[config.mk]
export PLATFORM = sky130hd
export DESIGN_NAME = ps2_key_tracker
export DESIGN_NICKNAME = d
export VERILOG_FILES = /design/src/rtl/ps2_key_tracker_pkg.sv /design/src/rtl/ps2_key_tracker_key_edge_pulse.sv /design/src/rtl/ps2_key_tracker.sv
export SDC_FILE = /design/constraint.sdc
export NUM_CORES = 1
export LEC_CHECK = 0
export ABC_CLOCK_PERIOD_IN_PS = 6600
export CORE_ASPECT_RATIO = 1.25
export CORE_MARGIN = 2
export CORE_UTILIZATION = 40
export DETAILED_ROUTE_END_ITERATION = 8
export GPL_TIMING_DRIVEN = 0
export PLACE_DENSITY = 0.66
export SYNTH_ARGS = -nofsm -noshare
export SYNTH_HDL_FRONTEND = slang
export SYNTH_SLANG_ARGS = --single-unit
[constraint.sdc]
create_clock -name clk_in -period 6.6 [get_ports clk_in]
set_input_delay 1.32 -clock clk_in [delete_from_list [all_inputs] [get_ports clk_in]]
set_output_delay 1.32 -clock clk_in [all_outputs]
set_load 0.005 [all_outputs]
[src/rtl/ps2_key_tracker_pkg.sv]
// Shared scan-code constants, FSM/move encodings and the scan-code-to-key map
// used by the PS/2 key tracker and the display logic that consumes move codes.
package ps2_key_tracker_pkg;

    localparam logic [7:0] SC_EXT   = 8'hE0;
    localparam logic [7:0] SC_BRK   = 8'hF0;
    localparam logic [7:0] SC_BAT   = 8'hAA;
    localparam logic [7:0] SC_FAIL  = 8'hFC;
    localparam logic [7:0] SC_ACK   = 8'hFA;
    localparam logic [7:0] SC_ECHO  = 8'hEE;
    localparam logic [7:0] SC_ERR0  = 8'h00;
    localparam logic [7:0] SC_ERR1  = 8'hFF;
    localparam logic [7:0] SC_LEFT  = 8'h6B;
    localparam logic [7:0] SC_RIGHT = 8'h74;
    localparam logic [7:0] SC_A     = 8'h1C;
    localparam logic [7:0] SC_D     = 8'h23;
    localparam logic [7:0] SC_SPACE = 8'h29;
    localparam logic [7:0] SC_ENTER = 8'h5A;

    typedef enum logic [1:0] {
        ST_IDLE    = 2'd0,
        ST_EXT     = 2'd1,
        ST_BRK     = 2'd2,
        ST_EXT_BRK = 2'd3
    } state_e;

    typedef enum logic [1:0] {
        MV_STOP  = 2'b00,
        MV_LEFT  = 2'b01,
        MV_RIGHT = 2'b10
    } move_e;

    typedef struct packed {
        logic left;
        logic right;
        logic fire;
        logic start;
    } keys_t;

    // Arrows only count when E0-prefixed; A/D/space only when not; enter either way.
    function automatic keys_t key_map(input logic [7:0] code, input logic ext);
        keys_t hit;
        hit       = '0;
        hit.left  = ext ? (code == SC_LEFT)  : (code == SC_A);
        hit.right = ext ? (code == SC_RIGHT) : (code == SC_D);
        hit.fire  = ~ext & (code == SC_SPACE);
        hit.start = (code == SC_ENTER);
        return hit;
    endfunction

endpackage

[src/rtl/ps2_key_tracker_key_edge_pulse.sv]
// Registered level-to-rising-edge converter: the pulse appears on the same
// cycle as the registered level rises, for exactly one cycle.
module key_edge_pulse (
    input  logic clk_in,
    input  logic reset,
    input  logic level_d_i,
    output logic pulse_o
);

    logic level_q;
    logic pulse_q;

    always_ff @(posedge clk_in) begin
        if (reset) begin
            level_q <= 1'b0;
            pulse_q <= 1'b0;
        end else begin
            level_q <= level_d_i;
            pulse_q <= level_d_i & ~level_q;
        end
    end

    assign pulse_o = pulse_q;

endmodule

[src/rtl/ps2_key_tracker.sv]
// Decodes PS/2 Set 2 scan-code bytes into held game-control levels, press
// pulses and a resolved paddle direction (last-pressed wins).
module ps2_key_tracker
    import ps2_key_tracker_pkg::*;
#(
    parameter int TIMEOUT_CYC = 2500000,
    parameter int TO_W        = 22
) (
    input  logic       clk_in,
    input  logic       reset,
    input  logic [7:0] ps2_byte,
    input  logic       ps2_byte_vld,
    output logic       key_left,
    output logic       key_right,
    output logic       key_fire,
    output logic       key_start,
    output logic       fire_pulse,
    output logic       start_pulse,
    output logic [1:0] move,
    output logic [7:0] last_code
);

    localparam logic [TO_W-1:0] TO_LAST = TO_W'(TIMEOUT_CYC - 1);
    localparam logic [TO_W-1:0] TO_ONE  = TO_W'(1);

    state_e          state_q, state_d;
    logic [TO_W-1:0] cnt_q, cnt_d;
    keys_t           keys_q, keys_d;
    move_e           move_q, move_d;
    logic [7:0]      code_q, code_d;

    logic  is_code_s;
    logic  ext_s;
    logic  brk_s;
    logic  special_clr_s;
    logic  ignored_s;
    keys_t hit_s;

    assign special_clr_s = (ps2_byte == SC_BAT) || (ps2_byte == SC_FAIL);
    assign ignored_s     = (ps2_byte == SC_ACK) || (ps2_byte == SC_ECHO) ||
                           (ps2_byte == SC_ERR0) || (ps2_byte == SC_ERR1);

    // Prefix FSM, timeout counter and key/direction next-state.
    always_comb begin
        state_d   = state_q;
        cnt_d     = cnt_q;
        keys_d    = keys_q;
        move_d    = move_q;
        code_d    = code_q;
        is_code_s = 1'b0;
        ext_s     = 1'b0;
        brk_s     = 1'b0;

        if (ps2_byte_vld) begin
            cnt_d = '0;
            if (special_clr_s) begin
                keys_d  = '0;
                move_d  = MV_STOP;
                state_d = ST_IDLE;
            end else if (ignored_s) begin
                state_d = state_q;
            end else begin
                case (state_q)
                    ST_IDLE: begin
                        if (ps2_byte == SC_EXT) begin
                            state_d = ST_EXT;
                        end else if (ps2_byte == SC_BRK) begin
                            state_d = ST_BRK;
                        end else begin
                            is_code_s = 1'b1;
                        end
                    end
                    ST_EXT: begin
                        if (ps2_byte == SC_BRK) begin
                            state_d = ST_EXT_BRK;
                        end else if (ps2_byte == SC_EXT) begin
                            state_d = ST_EXT;
                        end else begin
                            is_code_s = 1'b1;
                            ext_s     = 1'b1;
                            state_d   = ST_IDLE;
                        end
                    end
                    ST_BRK: begin
                        state_d = ST_IDLE;
                        if ((ps2_byte != SC_EXT) && (ps2_byte != SC_BRK)) begin
                            is_code_s = 1'b1;
                            brk_s     = 1'b1;
                        end else begin
                            is_code_s = 1'b0;
                        end
                    end
                    ST_EXT_BRK: begin
                        state_d = ST_IDLE;
                        if ((ps2_byte != SC_EXT) && (ps2_byte != SC_BRK)) begin
                            is_code_s = 1'b1;
                            ext_s     = 1'b1;
                            brk_s     = 1'b1;
                        end else begin
                            is_code_s = 1'b0;
                        end
                    end
                    default: state_d = ST_IDLE;
                endcase
            end
        end else if (state_q != ST_IDLE) begin
            if (cnt_q == TO_LAST) begin
                state_d = ST_IDLE;
                cnt_d   = '0;
            end else begin
                cnt_d = cnt_q + TO_ONE;
            end
        end else begin
            cnt_d = '0;
        end

        hit_s = key_map(ps2_byte, ext_s);

        if (is_code_s) begin
            code_d = ps2_byte;
            if (brk_s) begin
                keys_d = keys_q & ~hit_s;
                // Releasing the active direction falls back to the other key if still held.
                if (hit_s.left && (move_q == MV_LEFT)) begin
                    move_d = keys_q.right ? MV_RIGHT : MV_STOP;
                end else if (hit_s.right && (move_q == MV_RIGHT)) begin
                    move_d = keys_q.left ? MV_LEFT : MV_STOP;
                end else begin
                    move_d = move_q;
                end
            end else begin
                keys_d = keys_q | hit_s;
                if (hit_s.left) begin
                    move_d = MV_LEFT;
                end else if (hit_s.right) begin
                    move_d = MV_RIGHT;
                end else begin
                    move_d = move_q;
                end
            end
        end else begin
            code_d = code_q;
        end
    end

    // State and output registers.
    always_ff @(posedge clk_in) begin
        if (reset) begin
            state_q <= ST_IDLE;
            cnt_q   <= '0;
            keys_q  <= '0;
            move_q  <= MV_STOP;
            code_q  <= 8'h00;
        end else begin
            state_q <= state_d;
            cnt_q   <= cnt_d;
            keys_q  <= keys_d;
            move_q  <= move_d;
            code_q  <= code_d;
        end
    end

    key_edge_pulse u_fire_pulse (
        .clk_in    (clk_in),
        .reset     (reset),
        .level_d_i (keys_d.fire),
        .pulse_o   (fire_pulse)
    );

    key_edge_pulse u_start_pulse (
        .clk_in    (clk_in),
        .reset     (reset),
        .level_d_i (keys_d.start),
        .pulse_o   (start_pulse)
    );

    assign key_left  = keys_q.left;
    assign key_right = keys_q.right;
    assign key_fire  = keys_q.fire;
    assign key_start = keys_q.start;
    assign move      = move_q;
    assign last_code = code_q;

endmodule

==> flow_summary.json, run 1 <==
{
  "status": "finished clean",
  "fin_crit_ns": 3.38,
  "synthMostInstantiatedCell": "nor2_1",
  "synth_ff_type": "dfxtp_1",
  "clock_path_buffers": 2,
  "fin_nets": 287,
  "fp.dieH_um": 85.0,
  "rsz0062_at_grt": "false",
  "route.detailed.drc": 0,
  "ys_seq_area_share_pct": 38.2,
  "hold_violations": 0,
  "track_usage_pct": 17.2,
  "critical-path-max-stage-delay_ns": 0.61,
  "ys_seq_elements": 40,
  "end_kind": "flop",
  "path_buf_inv": 3,
  "max-vdd-ir-drop_mv": 0.142,
  "grt_pass1_wl_um": 7670,
  "leakage_nw": 0.902,
  "diodes": 0,
  "cp_data_arrival_time_ns": 3.57,
  "clock-sinks": 40,
  "design_area_sq_mm": 0.00255,
  "synthesis.nets": 255,
  "via_per_inst": 5.22,
  "drtPass1Iterations": 4,
  "pin_count": 27,
  "ys_top_cells_by_area": "dfxtp_1, nor2_1, xor2_1",
  "start_util_pct": 41.3,
  "worstMarginPinSlew_ns": 0.553,
  "drt-total-wl_um": 4300,
  "clk_pin_slew_ns": 0.08,
  "dieArea_sq_mm": 0.00584,
  "power_density_mw_per_mm2": 197,
  "cts_max_level": 2,
  "insertion_delay_ns": 0.29,
  "die_w_um": 68.8,
  "synthTopCellsByCount": "nor2_1, dfxtp_1, nand2_1, nand3_1, xor2_1",
  "cts-resized-gates": 0,
  "grt_max_degree": 14,
  "postCtsSetupBuffers": 0,
  "core.rowCount": 29,
  "coreArea_sq_mm": 0.00508,
  "async_flop_share_pct": 0,
  "setup_viol": 0,
  "clockRootBuffer": "clkbuf_8",
  "dpl_cell_area_sq_mm": 0.00242,
  "synth.avg_cell_area_sq_um": 8.63,
  "critPathSlowestCell": "or4_1",
  "numPortBuffers": 25,
  "critPathLaunchType": "primary input",
  "hold_buffers": 0,
  "yosysWarnings": 0,
  "drive_above_1_share_pct": 10.5,
  "synth_top_area_share_pct": 38.2,
  "slew-limit-headroom_pct": 62.8,
  "cts_buffers": 5,
  "grt.overflow.total": 0,
  "final_max_slew_viol_count": 0,
  "setup_tns_ns": 0,
  "critical-path-top-delay-family": "simple AND/OR/NAND/NOR gates",
  "crit_type": "primary input to flop",
  "routedWlPerCell_um": 12.7,
  "fin_util_pct": 50.1,
  "post-route-period-util_pct": 51.3,
  "synth_area_sq_mm": 0.00210,
  "drt_iter0_drc": 101,
  "crit_required_ns": 6.78,
  "dp_hpwl_um": 3100,
  "dpl.cell_count": 330,
  "yosys.area.top_type": "dfxtp_1",
  "finalNonFillerCells": 338,
  "grt_pass1_vias": 1808,
  "crit_fanout": 10,
  "syn_inst": 243,
  "syn_to_final_growth_pct": 21.4,
  "via_count": 1764,
  "hold_path.class": "flop to flop",
  "antenna_found_initial": 0,
  "postRouteAntennaNets": 0,
  "maxCapViolCount": 0,
  "synth_edf_count": 0,
  "cts_tree": "built",
  "gp_congestion": 0.835,
  "synth_cell_types": 56,
  "crit_chain": "clkdlybuf4s50_1 -> or4_1 -> a21oi_2 -> a41oi_2 -> and2_4 -> buf_6 -> buf_12 -> nand2_4 -> mux2i_1 -> nor3_2",
  "finalPower_mw": 0.501,
  "fin_skew_ns": 0.0114,
  "clock.fmax_mhz": 295
}
-- cells by family (layout without fill, tap and decap cells) --
group	after synthesis	count (layout)	synth area share [%]
compound gates	27	27	10.0
xor+xnor	21	21	8.77
fa+ha+maj	1	1	0.597
buf+inv	16	49	4.95
flops	40	40	38.2
mux	10	10	4.83
simple gates	128	128	32.6
-- report_power, final --
part           total [mW]  leakage, nW  internal (mW)  switching, mW
combinational      0.0451        0.517         0.0229         0.0222
clock               0.210       0.0614          0.124         0.0865
sequential          0.246        0.324          0.244        0.00154
total               0.501        0.902          0.391          0.110
-- cell type report --
class | count | area, sq um
Fill cell | 518 | 2530
Multi-Input combinational cell | 187 | 1190
Sequential cell | 40 | 801
Timing Repair Buffer | 25 | 250
Clock buffer | 6 | 82.6
Buffer | 10 | 81.3
Tap cell | 62 | 77.6
Clock inverter | 2 | 38.8
Inverter | 6 | 22.5
-- sequential cells by signal, summed over array words and instances, names as in the netlist, 2 cells and up --
signal	count
cnt_q	22
last_code	8
move	2
state_q	2
-- placed cells by master (no fill, tap or decap), types with 2 or more instances in the layout --
master,instances
nor2_1,52
dfxtp_1,40
nand2b_1,3
clkbuf_1,4
nor2b_1,2
nor4_1,3
clkbuf_8,6
a41oi_2,2
xnor2_1,8
buf_6,3
xor2_1,13
nand2_1,17
and4b_1,2
o21ai_2,2
a21oi_1,6
nand3_1,15
o21ai_0,4
or4_1,2
and2_1,2
nor3_1,3
o211ai_1,2
nor4b_1,2
inv_1,6
nand4_1,6
and3_1,2
mux2i_1,9
clkdlybuf4s50_1,25
and4_1,3
-- metrics by stage --
| step | hold WS (ns) | setup WS, ns |
|---|---|---|
| after floorplan | 0.430 | 3.56 |
| after global placement | 0.444 | 2.95 |
| after detailed placement | 0.456 | 2.93 |
| after CTS | 0.467 | 3.23 |
| after global routing | 0.484 | 3.11 |
| final | 0.460 | 3.22 |
-- path summary, 6_finish.rpt --
| kind | start | cells after the start | slack (ns) | end |
|---|---|---|---|---|
| max reg2reg | cnt_q[0]$_SDFF_PP0_ | 9 | 4.55 | cnt_q[20]$_SDFF_PP0_ |
| max | ps2_byte[7] | 10 | 3.22 | u_fire_pulse.pulse_o$_SDFF_PP0_ |
| min | u_start_pulse.level_q$_SDFF_PP0_ | 1 | 0.46 | u_start_pulse.pulse_o$_SDFF_PP0_ |
| min reg2reg | u_start_pulse.level_q$_SDFF_PP0_ | 1 | 0.46 | u_start_pulse.pulse_o$_SDFF_PP0_ |
-- layer usage --
metal  vias to the layer above  routed length (um)  global-route usage, %
met2                        33                2130                   29.5
met3                         8                 168                   4.77
met5                         -                   0                      0
met4                         0                  85                   8.73
met1                       809                1920                   18.8
li1                        914                   -                      -
No activity file was read; power rests on OpenSTA's default activity.
==> run 2: changes to the inputs <==
--- a/config.mk
+++ b/config.mk
@@ -5,7 +5,7 @@
 export SDC_FILE = /design/constraint.sdc
 export NUM_CORES = 1
 export LEC_CHECK = 0
-export ABC_CLOCK_PERIOD_IN_PS = 6600
+export ABC_CLOCK_PERIOD_IN_PS = 3300
 export CORE_ASPECT_RATIO = 1.25
 export CORE_MARGIN = 2
 export CORE_UTILIZATION = 40
==> constraint.sdc (replaced) <==
create_clock -name clk_in -period 3.3 [get_ports clk_in]
set_input_delay 0.66 -clock clk_in [delete_from_list [all_inputs] [get_ports clk_in]]
set_output_delay 0.66 -clock clk_in [all_outputs]
set_load 0.005 [all_outputs]
==> results of run 2 <==
The final DEF is identical to that of run 1. Status: finished clean.
Among the figures that moved: setup slack after placement 2.93 ns -> 0.286 ns; setup slack after layout 3.22 ns -> 0.575 ns; register-to-register setup slack 4.55 ns -> 1.25 ns; total power 0.501 mW -> 1.00 mW; worst IR drop on VDD 0.142 mV -> 0.284 mV
==> run 3: changes to the inputs <==
--- a/config.mk
+++ b/config.mk
@@ -5,7 +5,7 @@
 export SDC_FILE = /design/constraint.sdc
 export NUM_CORES = 1
 export LEC_CHECK = 0
-export ABC_CLOCK_PERIOD_IN_PS = 3300
+export ABC_CLOCK_PERIOD_IN_PS = 2700
 export CORE_ASPECT_RATIO = 1.25
 export CORE_MARGIN = 2
 export CORE_UTILIZATION = 40
==> constraint.sdc (replaced) <==
create_clock -name clk_in -period 2.7 [get_ports clk_in]
set_input_delay 0.54 -clock clk_in [delete_from_list [all_inputs] [get_ports clk_in]]
set_output_delay 0.54 -clock clk_in [all_outputs]
set_load 0.005 [all_outputs]
==> flow_summary.json, run 3 (same netlist as run 1, synthesis figures left out) <==
{
  "pin_count": 27,
  "largest_reg_flops": 22,
  "fin_nets": 287,
  "swShare_pct": 22.1,
  "setup_viol": 0,
  "design_area_sq_mm": 0.00255,
  "postCtsSetupBuffers": 0,
  "leakage_nw": 0.897,
  "rsz0062_at_grt": "false",
  "layout_commonest_cell": "nor2_1",
  "cp_data_arrival_time_ns": 2.78,
  "clockRootBuffer": "clkbuf_8",
  "dieArea_sq_mm": 0.00584,
  "cts_max_level": 2,
  "cts_buffers": 5,
  "critical-path-max-stage-delay_ns": 0.60,
  "clock.fmax_mhz": 385,
  "coreArea_sq_mm": 0.00508,
  "slew-limit-headroom_pct": 63.3,
  "max-vdd-ir-drop_mv": 0.348,
  "dp_hpwl_um": 3100,
  "crit_fanout": 10,
  "core.rowCount": 29,
  "hold_violations": 0,
  "syn_to_final_growth_pct": 21.8,
  "grt_max_degree": 14,
  "insertion_delay_ns": 0.30,
  "via_per_inst": 5.23,
  "worstMarginPinSlew_ns": 0.546,
  "final_cell_mix": "nor2_1, dfxtp_1, clkdlybuf4s50_1",
  "via_count": 1768,
  "top_register": "cnt_q",
  "fp.dieH_um": 85.0,
  "fin_skew_ns": 0.0117,
  "critPathLaunchType": "primary input",
  "track_usage_pct": 17.2,
  "clk_pin_slew_ns": 0.08,
  "drt_iter0_drc": 110,
  "gp_congestion": 0.835,
  "maxCapViolCount": 0,
  "critPathSlowestCell": "or4_1",
  "hold_path.class": "flop to flop",
  "routedWlPerCell_um": 12.8,
  "r2r_cells": 9,
  "dpl_cell_area_sq_mm": 0.00242,
  "postRouteAntennaNets": 0,
  "crit_required_ns": 2.89,
  "crit_cells": 10,
  "crit_type": "primary input to flop",
  "diodes": 0,
  "drt-total-wl_um": 4330,
  "end_kind": "flop",
  "post-route-period-util_pct": 96.1,
  "die_w_um": 68.8,
  "seq_power_share_pct": 49.0,
  "drive_above_1_share_pct": 11.2,
  "critical-path-top-delay-family": "simple AND/OR/NAND/NOR gates",
  "path_buf_inv": 3,
  "cts_tree": "built",
  "route.detailed.drc": 0,
  "finalNonFillerCells": 338,
  "final_max_slew_viol_count": 0,
  "grt_pass1_vias": 1808,
  "drtPass1Iterations": 4,
  "dpl.cell_count": 330,
  "clock-sinks": 40,
  "power_frac_comb_pct": 9.0,
  "p_int_mw": 0.955,
  "whs_path_depth": 1,
  "fin_crit_ns": 2.60,
  "numPortBuffers": 25,
  "antenna_found_initial": 0,
  "clock_power_share_pct": 42.0,
  "clock_path_buffers": 2,
  "grt.overflow.total": 0,
  "crit_chain": "clkdlybuf4s50_1 -> or4_1 -> a21oi_2 -> a41oi_2 -> and2_4 -> buf_6 -> buf_12 -> nand2_4 -> mux2i_2 -> nor3_2",
  "grt_pass1_wl_um": 7670,
  "start_util_pct": 41.3,
  "status": "finished clean",
  "netSwitchingPower_mw": 0.271,
  "power_density_mw_per_mm2": 480
}
run 3: cell types whose count changed in the layout (fill, tap and decap cells not counted):
cell,previous run,this run
mux2i_2,0,1
a21oi_2,1,2
mux2i_1,9,8
a21oi_1,6,5
run 3: worst reg2reg max path, cell delays in order (launching register included):
cell     delay [ns]
dfxtp_1        0.37
ha_1           0.22
nand4_1        0.19
nor2_1         0.18
and4_1         0.28
and2_1         0.19
nor2b_1        0.21
nand2_1        0.09
xor2_1         0.14
nor2_1         0.05
run 3: power groups by stage:
stage          Clock (mW)  Sequential, mW  Combinational, mW
2_1_floorplan           0           0.615             0.0617
3_3_place_gp            0           0.615              0.110
3_5_place_dp            0           0.615              0.110
4_1_cts             0.535           0.601              0.111
5_1_grt             0.558           0.602              0.122
6_report            0.515           0.601              0.110
run 3: per-layer routing:
metal,share of wire [%],GRT usage [%],wire [um],vias to the layer above
met5,0,0,0,-
met4,2.2,8.73,93,0
met3,3.9,4.77,170,10
met2,50,29.5,2140,30
met1,44,18.8,1920,814
li1,-,-,-,914
run 3: final timing paths:
path	startpoint	end	slack, ns
worst max-delay path	ps2_byte[7]	u_fire_pulse.pulse_o$_SDFF_PP0_	0.10
worst min-delay path	u_start_pulse.level_q$_SDFF_PP0_	u_start_pulse.pulse_o$_SDFF_PP0_	0.46
worst max register to register	cnt_q[0]$_SDFF_PP0_	cnt_q[20]$_SDFF_PP0_	0.65
worst min register to register	u_start_pulse.level_q$_SDFF_PP0_	u_start_pulse.pulse_o$_SDFF_PP0_	0.46
run 3: repair_timing:
| item | CTS | global route |
|---|---|---|
| hold buffers | 0 | 0 |
| resized for setup | 0 | 2 |
| endpoints found under the hold margin | 0 | 0 |
| endpoints found under the setup margin | 0 | 3 |
run 3: per-stage QoR:
step	TNS [ns]	worst slack [ns]	utilization, %	hold slack, ns	power, mW
4_1_cts	0	0.113	50.1	0.467	1.25
6_report	0	0.105	50.3	0.460	1.23
3_3_place_gp	-0.815	-0.170	47.7	0.444	0.724
2_1_floorplan	0	0.439	-	0.430	0.677
5_1_grt	0	0.00793	50.3	0.484	1.28
3_5_place_dp	-0.911	-0.194	47.7	0.456	0.724
run 3: final cells by class:
type	count	area, sq um
fillers	517	2530
multi-input cells	187	1200
flip-flops and latches	40	801
repair buffers	25	250
clock buffers	6	82.6
plain buffers	10	81.3
well taps	62	77.6
clock inverters	2	38.8
inverters	6	22.5
